<file path="config.mk">
export PLATFORM = sky130hd
export DESIGN_NAME = serial_adder
export DESIGN_NICKNAME = d
export VERILOG_FILES = /design/src/rtl/serial_adder.sv
export SDC_FILE = /design/constraint.sdc
export NUM_CORES = 1
export LEC_CHECK = 0
export ABC_AREA = 1
export BUFFER_PORTS_ARGS = -buffer_cell sky130_fd_sc_hd__buf_2
export CAP_MARGIN = 20
export CORE_MARGIN = 2
export CORE_UTILIZATION = 29
export CTS_BUF_LIST = sky130_fd_sc_hd__clkbuf_16
export DETAILED_ROUTE_END_ITERATION = 10
export GPL_TIMING_DRIVEN = 0
export SLEW_MARGIN = 25
export SYNTH_ARGS = -nofsm -noshare
export SYNTH_HDL_FRONTEND = slang
export SYNTH_SLANG_ARGS = --single-unit
</file>
<file path="constraint.sdc">
create_clock -name clk -period 3.4 [get_ports clk]
set_input_delay 0.34 -clock clk [delete_from_list [all_inputs] [get_ports clk]]
set_output_delay 0.34 -clock clk [all_outputs]
set_load 0.005 [all_outputs]
</file>
<file path="src/rtl/serial_adder.sv">
`default_nettype none
// ============================================================================
// Module      : serial_adder
// Description : Bit-serial unsigned adder. Adds two WIDTH-bit operands one bit
//               per clock, LSB first, through a single full-adder cell built
//               from two half adders and an OR, with the carry held in a
//               flip-flop between cycles. Uses a start/busy/done handshake and
//               presents a registered result that is held until the next
//               completion.
//
// Ports       : clk    in   rising-edge clock
//               rst    in   asynchronous, active-high reset
//               start  in   request an addition (sampled only in IDLE)
//               A      in   [WIDTH-1:0] operand A, captured on accept
//               B      in   [WIDTH-1:0] operand B, captured on accept
//               busy   out  high while the serial add is in progress
//               done   out  one-cycle pulse when Sum/C_out are updated
//               Sum    out  [WIDTH-1:0] registered (A+B) mod 2^WIDTH
//               C_out  out  registered carry out of bit WIDTH-1
//
// Revision    : 1.0 - initial release
// ============================================================================
module serial_adder #(
   parameter int WIDTH = 8   // operand and sum width, legal range 1..32
) (
   input  logic             clk,
   input  logic             rst,
   input  logic             start,
   input  logic [WIDTH-1:0] A,
   input  logic [WIDTH-1:0] B,
   output logic             busy,
   output logic             done,
   output logic [WIDTH-1:0] Sum,
   output logic             C_out
);

   // Counter must be able to hold WIDTH itself, hence WIDTH+1 codes.
   localparam int CNT_W = $clog2(WIDTH + 1);
   localparam logic [CNT_W-1:0] CNT_LAST = CNT_W'(WIDTH - 1);

   typedef enum logic [1:0] {
      S_IDLE = 2'd0,
      S_BUSY = 2'd1,
      S_DONE = 2'd2
   } state_t;

   state_t           state_q;
   logic [WIDTH-1:0] a_sh_q;
   logic [WIDTH-1:0] b_sh_q;
   logic [WIDTH-1:0] s_sh_q;
   logic             carry_q;
   logic [CNT_W-1:0] cnt_q;
   logic             busy_q;
   logic             done_q;
   logic [WIDTH-1:0] sum_q;
   logic             cout_q;

   // Full-adder cell: two half adders plus an OR on the carries.
   logic             s1;
   logic             c1;
   logic             s_bit;
   logic             c2;
   logic             carry_d;
   logic [WIDTH-1:0] s_sh_d;

   assign s1      = a_sh_q[0] ^ b_sh_q[0];
   assign c1      = a_sh_q[0] & b_sh_q[0];
   assign s_bit   = s1 ^ carry_q;
   assign c2      = s1 & carry_q;
   assign carry_d = c1 | c2;

   // Sum bits enter at the MSB and reach their final position after WIDTH
   // shifts. A one-bit build has nothing to shift through.
   generate
      if (WIDTH == 1) begin : g_sh_w1
         assign s_sh_d = s_bit;
      end else begin : g_sh_wn
         assign s_sh_d = {s_bit, s_sh_q[WIDTH-1:1]};
      end
   endgenerate

   // Bit 0 of the sum shift register is shifted out and never read on its
   // own; the completed word is taken from s_sh_d on the completing edge.
   logic unused_s_sh_lsb;
   assign unused_s_sh_lsb = s_sh_q[0];

   always_ff @(posedge clk or posedge rst) begin
      if (rst) begin
         state_q <= S_IDLE;
         a_sh_q  <= '0;
         b_sh_q  <= '0;
         s_sh_q  <= '0;
         carry_q <= 1'b0;
         cnt_q   <= '0;
         busy_q  <= 1'b0;
         done_q  <= 1'b0;
         sum_q   <= '0;
         cout_q  <= 1'b0;
      end else begin
         case (state_q)
            S_IDLE: begin
               done_q <= 1'b0;
               if (start) begin
                  a_sh_q  <= A;
                  b_sh_q  <= B;
                  carry_q <= 1'b0;
                  cnt_q   <= '0;
                  busy_q  <= 1'b1;
                  state_q <= S_BUSY;
               end
            end

            S_BUSY: begin
               carry_q <= carry_d;
               a_sh_q  <= a_sh_q >> 1;
               b_sh_q  <= b_sh_q >> 1;
               s_sh_q  <= s_sh_d;
               cnt_q   <= cnt_q + CNT_W'(1);
               if (cnt_q == CNT_LAST) begin
                  // Last bit: publish the result and pulse done next cycle.
                  sum_q   <= s_sh_d;
                  cout_q  <= carry_d;
                  busy_q  <= 1'b0;
                  done_q  <= 1'b1;
                  state_q <= S_DONE;
               end
            end

            S_DONE: begin
               // start is deliberately ignored here; no request is queued.
               done_q  <= 1'b0;
               state_q <= S_IDLE;
            end

            default: begin
               busy_q  <= 1'b0;
               done_q  <= 1'b0;
               state_q <= S_IDLE;
            end
         endcase
      end
   end

   assign busy  = busy_q;
   assign done  = done_q;
   assign Sum   = sum_q;
   assign C_out = cout_q;

endmodule
`default_nettype wire

</file>
## Word-level counts from Yosys, hierarchy flattened

Cells that the tools add are included.

- Latch bits: 0
- RAM bits: 0
- Register bits: 42
- Memories: 0
- ROM bits: 0

- $lt $le $gt $ge: 0
- Reduce and logical (&&, ||, !) cells: 6
- $add $sub $neg: 1
- Bitwise logic cells: 6
- Shift operators: 0
- Equal/unequal tests: 5
- Div/mod/pow operators: 0
- Multiplexer cells: 16
- $mul: 0

Operator list:

| cell | number |
|---|---|
| 8-bit one-hot mux with 2 select lines | 2 |
| 8-bit 2-to-1 mux | 2 |
| 4-bit one-hot mux with 2 select lines | 1 |
| 2-bit AND reduction | 3 |
| 1-bit 2-to-1 mux | 5 |
| 4-bit by 1-bit adder with 4-bit output (second input constant) | 1 |
| 4-bit by 3-bit equality test with 1-bit output (second input constant) | 1 |
| 2-bit 2-to-1 mux | 2 |
| 4-bit 2-to-1 mux | 1 |
| 2-bit inequality test (second input constant) | 2 |
| 2-bit one-hot mux with 2 select lines | 1 |
| 1-bit one-hot mux with 3 select lines | 1 |
| 3-bit AND reduction | 1 |
| 1-bit bitwise AND | 2 |
| 2-bit by 1-bit equality test with 1-bit output (second input constant) | 1 |
| 2-bit equality test (second input constant) | 1 |
| 2-bit zero test | 1 |
| 1-bit one-hot mux with 2 select lines | 1 |
| 2-bit nonzero test | 1 |
| 1-bit XOR | 2 |
| 1-bit inverter | 1 |
| 1-bit bitwise OR | 1 |

## Logic depth before layout (Yosys ltp)

Gate-level depths: netlist of run 1.

- Depth in word-level cells: 4
- Depth in mapped cells: 6
- Depth with buffers taken out: 6

## Worst setup path after synthesis of run 1

No wires, ideal clock.

- Path kind: register to register
- From: reg cnt_q[0]
- To: reg cout_q, in the netlist C_out
- Stages on the path, launching flop included: 7
- Clock period less this slack: 1115 ps
- Setup time: 117 ps
- Setup slack: 2285 ps
- Data arrival time: 998 ps
- Path buffers: 0
- Path through: dfrtp_1 -> ha_1 -> nand2_2 -> nor2_2 -> nand2_2 -> nand2_1 -> nand2_1

- Longest elaborated chain between the ends: 2

RTL lines:

| what | line | RTL |
|---|---|---|
| from (decl) | 52 | `logic [CNT_W-1:0] cnt_q;` |
| from (signal assigned) | 118 | `cnt_q <= cnt_q + CNT_W'(1);` |
| 4-bit by 3-bit equality test with 1-bit output | 119 | `if (cnt_q == CNT_LAST) begin` |
| 2-bit AND reduction (no source line) | n/a |  |
| to (signal assigned) | 122 | `cout_q <= carry_d;` |
| to (decl) | 56 | `logic cout_q;` |

Every way passes these cells.
A chain may end at the register's enable or synchronous reset.

## Worst setup path in the final report of run 1

Ends and elaborated chain as after synthesis.

==> flow_summary.toml, run 1 <==
[outcome]
outcome = "complete, no violations"

[cts]
root_buffer = "clkbuf_16"
cts_resized = 0
cts_inserted_buffers = 5
clock_sinks = 41
cts_tree = "done"
clkLatencyLatePin_ps = 280
clk_pin_slew_ps = 60
post_cts_buffers = 0
htreeDepth = 2
cts_hold_buf = 0
clock_tree.buffer_depth = 2

[global_route]
grt_pass1_wl_mm = 6.56
grt_max_degree = 30
first_global_vias = 1413
grtUsageTotal = 0.127
antenna_found_initial = 0
overflow = 0

[placed_design]
place_hpwl_mm = 2.52
pre_cts_slack_ps = 2120
portBuffers = 29
place.gp.congestion = 0.730
placed_area_sq_um = 2050

[die]
initial_utilization = 0.302
fp.dieH_um = 82.5
die-area_sq_um = 6800
core_area_sq_um = 5920
die-width_um = 82.5
core.rowCount = 28
io_pins = 30

[layout]
multi_input_area_sq_um = 649
nFillCells = 628
stdcell_area_sq_um = 2240
final_util = 0.378
num_antenna_cells = 0
drive_gt1_frac = 0.237
area_growth_pct = 25.1
ff_latch_area_sq_um = 1030
num-nets-final = 261

[drt]
ant_nets = 0
wl_per_cell_um = 11.8
drcViolationCount = 0
drt-total-wl_mm = 3.72
via_count = 1423
drt_iter0_drc = 67
dr.pass1.iters = 4
viasPerCell = 4.50

[synthesis]
syn_inst = 203
syn-num-nets = 224
syn_area_per_cell_sq_um = 8.80
yosysTopAreaCellShare = 0.574
yosys_warnings = 0
seq_area_frac_synth = 0.574
synth_common_cells = "nand2_1, nand3_1, dfrtp_1, inv_1, buf_2"
netlist_top_cells_area = "dfrtp_1, nand2_1, nand3_1, buf_6, buf_2"
netlist_area_sq_um = 1790
ys_ff_latch = 41
ys_types = 17
ys.flop_type = "dfrtp_1"
synth_top_area_cell = "dfrtp_1"
synthMostInstantiatedCell = "nand2_1"
synth-async-reset-ratio = 1.00
synth-edff-count = 0

[timing]
worstMarginPinSlew_ps = 306
min_period_ps = 1270
drv_slew = 0
fin_ws_ps = 2130
holdWs_ps = 5.37
finalCritPeriodShare = 0.373
setup-tns-final_ps = 0
hold_viol = 0
relSlewSlack = 0.796
rsz0062_at_grt = "false"
finClkSkew_ps = 2.40
fmax_mhz = 788
report.final.setup_viol = 0

[setup_path]
path_delay_family = "simple AND/OR/NAND/NOR gates"
startpoint_type = "flip-flop"
crit_slowest_cell = "dfrtp_1"
crit_fanout = 10
path_cells = "ha_1, nand2_2, nor2_2, nand2_2, nand2_1, nand2_1"
cp_num_buf_inv = 0
cp_slowest_stage_delay_ps = 420
end_kind = "flip-flop"
critical_path_class = "reg2reg"
worstPathRequired_ps = 3570
crit_arrival_ps = 1440

[power]
peakVddDrop_v = 0.000397
power.density_nw_per_um2 = 939
p_leak_uw = 0.00119

[run]
drv_cap = 0

[min_path]
hp-class = "in2async"
[worst reg2reg max path: stages, from the launching register on]
cell and delay [ps]:
dfrtp_1 420, ha_1 230, nand2_2 80, nor2_2 130
nand2_2 160, nand2_1 100, nand2_1 50
[routing by layer]
metal | part of all wire | up-vias | wire (um) | GRT usage
met5 | 0 | - | 0 | 0
met4 | 0.012 | 0 | 46 | 0.0443
met3 | 0.041 | 5 | 151 | 0.0293
met2 | 0.45 | 27 | 1690 | 0.198
met1 | 0.49 | 663 | 1830 | 0.173
li1 | - | 728 | - | -
[flip-flops by register name, summed over array words and instances, names as in the netlist]
name	count
carry_q	1
b_sh_q	8
busy	1
s_sh_q	7
done	1
Sum	8
cnt_q	4
C_out	1
state_q	2
a_sh_q	8
[final timing paths]
path,startpoint,endpoint,slack (ps),depth (start not counted)
worst max-delay path,cnt_q[0]$_DFFE_PP0P_,C_out$_DFFE_PP0P_,2130,6
worst min-delay path,rst,b_sh_q[2]$_DFFE_PP0P_,5,2
worst max register to register,cnt_q[0]$_DFFE_PP0P_,C_out$_DFFE_PP0P_,2130,6
worst min register to register,Sum[4]$_DFFE_PP0P_,Sum[4]$_DFFE_PP0P_,460,2
max in group asynchronous,rst,cnt_q[0]$_DFFE_PP0P_,2950,3
min in group clk,B[7],b_sh_q[7]$_DFFE_PP0P_,250,3
[logic make-up (layout without fill, tap and decap cells)]
logic type               count (synthesis)  after routing  synth area share
AND/OR/NAND/NOR                        137            137             0.334
AO/OA/AOI/OAI                            4              4            0.0112
adder cells (fa/ha/maj)                  2              2            0.0182
flip-flops                              41             41             0.574
buffers and inverters                   19             57            0.0623
[layout by cell type (no fill, tap or decap)]
master and count:
nand3_2 1, nand2_2 2, nand3_1 47, clkbuf_16 5, fa_1 1, nor2_2 1
ha_1 1, bufinv_16 2, inv_2 4, nor2_4 1, buf_12 1, buf_6 4
clkinv_2 1, buf_4 1, nand2_1 81, nor2_1 3, inv_1 5, buf_2 34
o21ai_0 4, nand4_1 1, dfrtp_1 41
[power by group]
part	switching [uW]	leakage, uW	internal [uW]
sequential	136	0.000523	701
combinational	388	0.000577	274
clock	182	0.0000938	419
[per-stage QoR]
step / power, uW / instances
final: 2100 / 316
after floorplan: 1290 / 203
after CTS: 2130 / 316
after global routing: 2270 / 316
after global placement: 1500 / 307
after detailed placement: 1520 / 308
[final cells by class]
type	instances	share of cell area
Clock inverter	3	0.0291
Multi-Input combinational cell	143	0.290
Clock buffer	5	0.0560
Buffer	10	0.0347
Tap cell	75	0.0420
Sequential cell	41	0.459
Timing Repair Buffer	30	0.0739
Inverter	9	0.0151
Power figures use the tool's default switching activity.
==> inputs of run 2 (changes only) <==
==> constraint.sdc (replaced) <==
create_clock -name clk -period 1.29 [get_ports clk]
set_input_delay 0.129 -clock clk [delete_from_list [all_inputs] [get_ports clk]]
set_output_delay 0.129 -clock clk [all_outputs]
set_load 0.005 [all_outputs]
==> flow_summary.toml, run 2 (synthesis gave the netlist of run 1 again) <==
[outcome]
outcome = "complete, no violations"

[layout]
final_util = 0.381
ff_latch_area_sq_um = 1030
mostFrequentLayoutCells = "nand2_1, nand3_1, dfrtp_1"
multi_input_area_sq_um = 659
drive_gt1_frac = 0.240
area_growth_pct = 26.3
num_antenna_cells = 0
num-nets-final = 262
final_common_cell = "nand2_1"
nFillCells = 626

[timing]
drv_slew = 0
hold_viol = 0
worstMarginPinSlew_ps = 306
finClkSkew_ps = 2.43
relSlewSlack = 0.796
report.final.setup_viol = 0
fmax_mhz = 824
min_period_ps = 1210
finalCritPeriodShare = 0.941
rsz0062_at_grt = "false"
fin_ws_ps = 76.2

[power]
peakVddDrop_v = 0.00105
power.density_nw_per_um2 = 2460
p_leak_uw = 0.00120

[cts]
htreeDepth = 2
cts_tree = "done"
cts_inserted_buffers = 5
clkLatencyLatePin_ps = 280
clock_sinks = 41
clk_pin_slew_ps = 60
post_cts_buffers = 0
clock_tree.buffer_depth = 2
root_buffer = "clkbuf_16"

[placed_design]
place.gp.congestion = 0.730
place_hpwl_mm = 2.52
portBuffers = 29
pre_cts_slack_ps = 13.0

[drt]
via_count = 1429
ant_nets = 0
viasPerCell = 4.51
drt_iter0_drc = 64
drt-total-wl_mm = 3.72
drcViolationCount = 0
dr.pass1.iters = 4
wl_per_cell_um = 11.7

[setup_path]
critPathLaunch = "cnt_q[0]$_DFFE_PP0P_"
end_kind = "flip-flop"
critical_path_class = "reg2reg"
rr_worst_depth = 6
worstPathRequired_ps = 1450
rr_endpoint = "done$_DFFE_PP0P_"
worst_r2r_startpoint = "cnt_q[0]$_DFFE_PP0P_"
crit_fanout = 10
endpoint = "done$_DFFE_PP0P_"
r2r_setup_slack_ps = 80
startpoint_type = "flip-flop"
crit_arrival_ps = 1380

[die]
initial_utilization = 0.302
die-width_um = 82.5
core.rowCount = 28
fp.dieH_um = 82.5
core_area_sq_um = 5920
io_pins = 30
die-area_sq_um = 6800

[run]
drv_cap = 0

[global_route]
grtUsageTotal = 0.127
grt_pass1_wl_mm = 6.56
first_global_vias = 1413
overflow = 0
grt_max_degree = 30
antenna_found_initial = 0

[min_path]
hp-class = "in2reg"
run 2: cell types whose count changed in the layout (fill, tap and decap cells not counted):
cell,previous run,this run
dfrtp_2,0,1
dfrtp_1,41,40
nand2_4,0,1
nor2_2,1,0
nor2_4,1,2
nand2_2,2,1
dlygate4sd3_1,0,1
run 2: worst min-delay path by stage:
stage / cells past startpoint / to / slack (ps) / start
6_report: 3 / b_sh_q[7]$_DFFE_PP0P_ / 40 / B[7]
5_1_grt: 3 / b_sh_q[6]$_DFFE_PP0P_ / 60 / B[6]
4_1_cts: 3 / b_sh_q[7]$_DFFE_PP0P_ / 40 / B[7]
3_5_place_dp: 2 / b_sh_q[2]$_DFFE_PP0P_ / 100 / rst
3_3_place_gp: 3 / b_sh_q[7]$_DFFE_PP0P_ / 320 / B[7]
2_1_floorplan: 2 / a_sh_q[7]$_DFFE_PP0P_ / 240 / A[7]
run 2: final cells by class:
cell class,instances,share of cell area
well taps,75,0.0416
clock buffers,5,0.0554
inverters,9,0.0150
plain buffers,10,0.0344
multi-input cells,143,0.292
flip-flops and latches,41,0.455
repair buffers,31,0.0776
clock inverters,3,0.0288
run 2: power breakdown:
group	leakage [uW]	internal [uW]	switching, uW	total, uW
Combinational	0.000587	729	1040	1760
Sequential	0.000522	1850	361	2210
Clock	0.0000938	1100	481	1580
Total	0.00120	3680	1880	5560
run 2: worst max-delay path, cell delays in order (launching register included):
cell     delay (ps)
dfrtp_2         430
ha_1            240
nand2_2         110
nor2_4           50
buf_6           140
nor2_1           80
nor2_1           40
run 2: metrics by stage:
stage | std cells | area [sq um] | hold slack, ps | total power (uW) | TNS [ps]
2_1_floorplan | 203 | 1790 | 239 | 3410 | 0
3_3_place_gp | 307 | 2030 | 323 | 3950 | -16040
5_1_grt | 317 | 2260 | 56.2 | 6010 | 0
6_report | 317 | 2260 | 43.0 | 5560 | 0
4_1_cts | 317 | 2250 | 43.0 | 5630 | 0
3_5_place_dp | 308 | 2050 | 97.7 | 4000 | 0
run 2: what timing repair did:
action	in CTS	in global routing
resized for setup	1	2
setup endpoints to repair	9	10
endpoints found under the hold margin	12	0
hold buffers	1	0
run 2: layer usage:
layer	GRT usage	vias up	routed length [um]
met1	0.173	662	1840
li1	-	731	-
met5	0	-	0
met4	0.0443	0	46
met2	0.198	31	1680
met3	0.0293	5	160
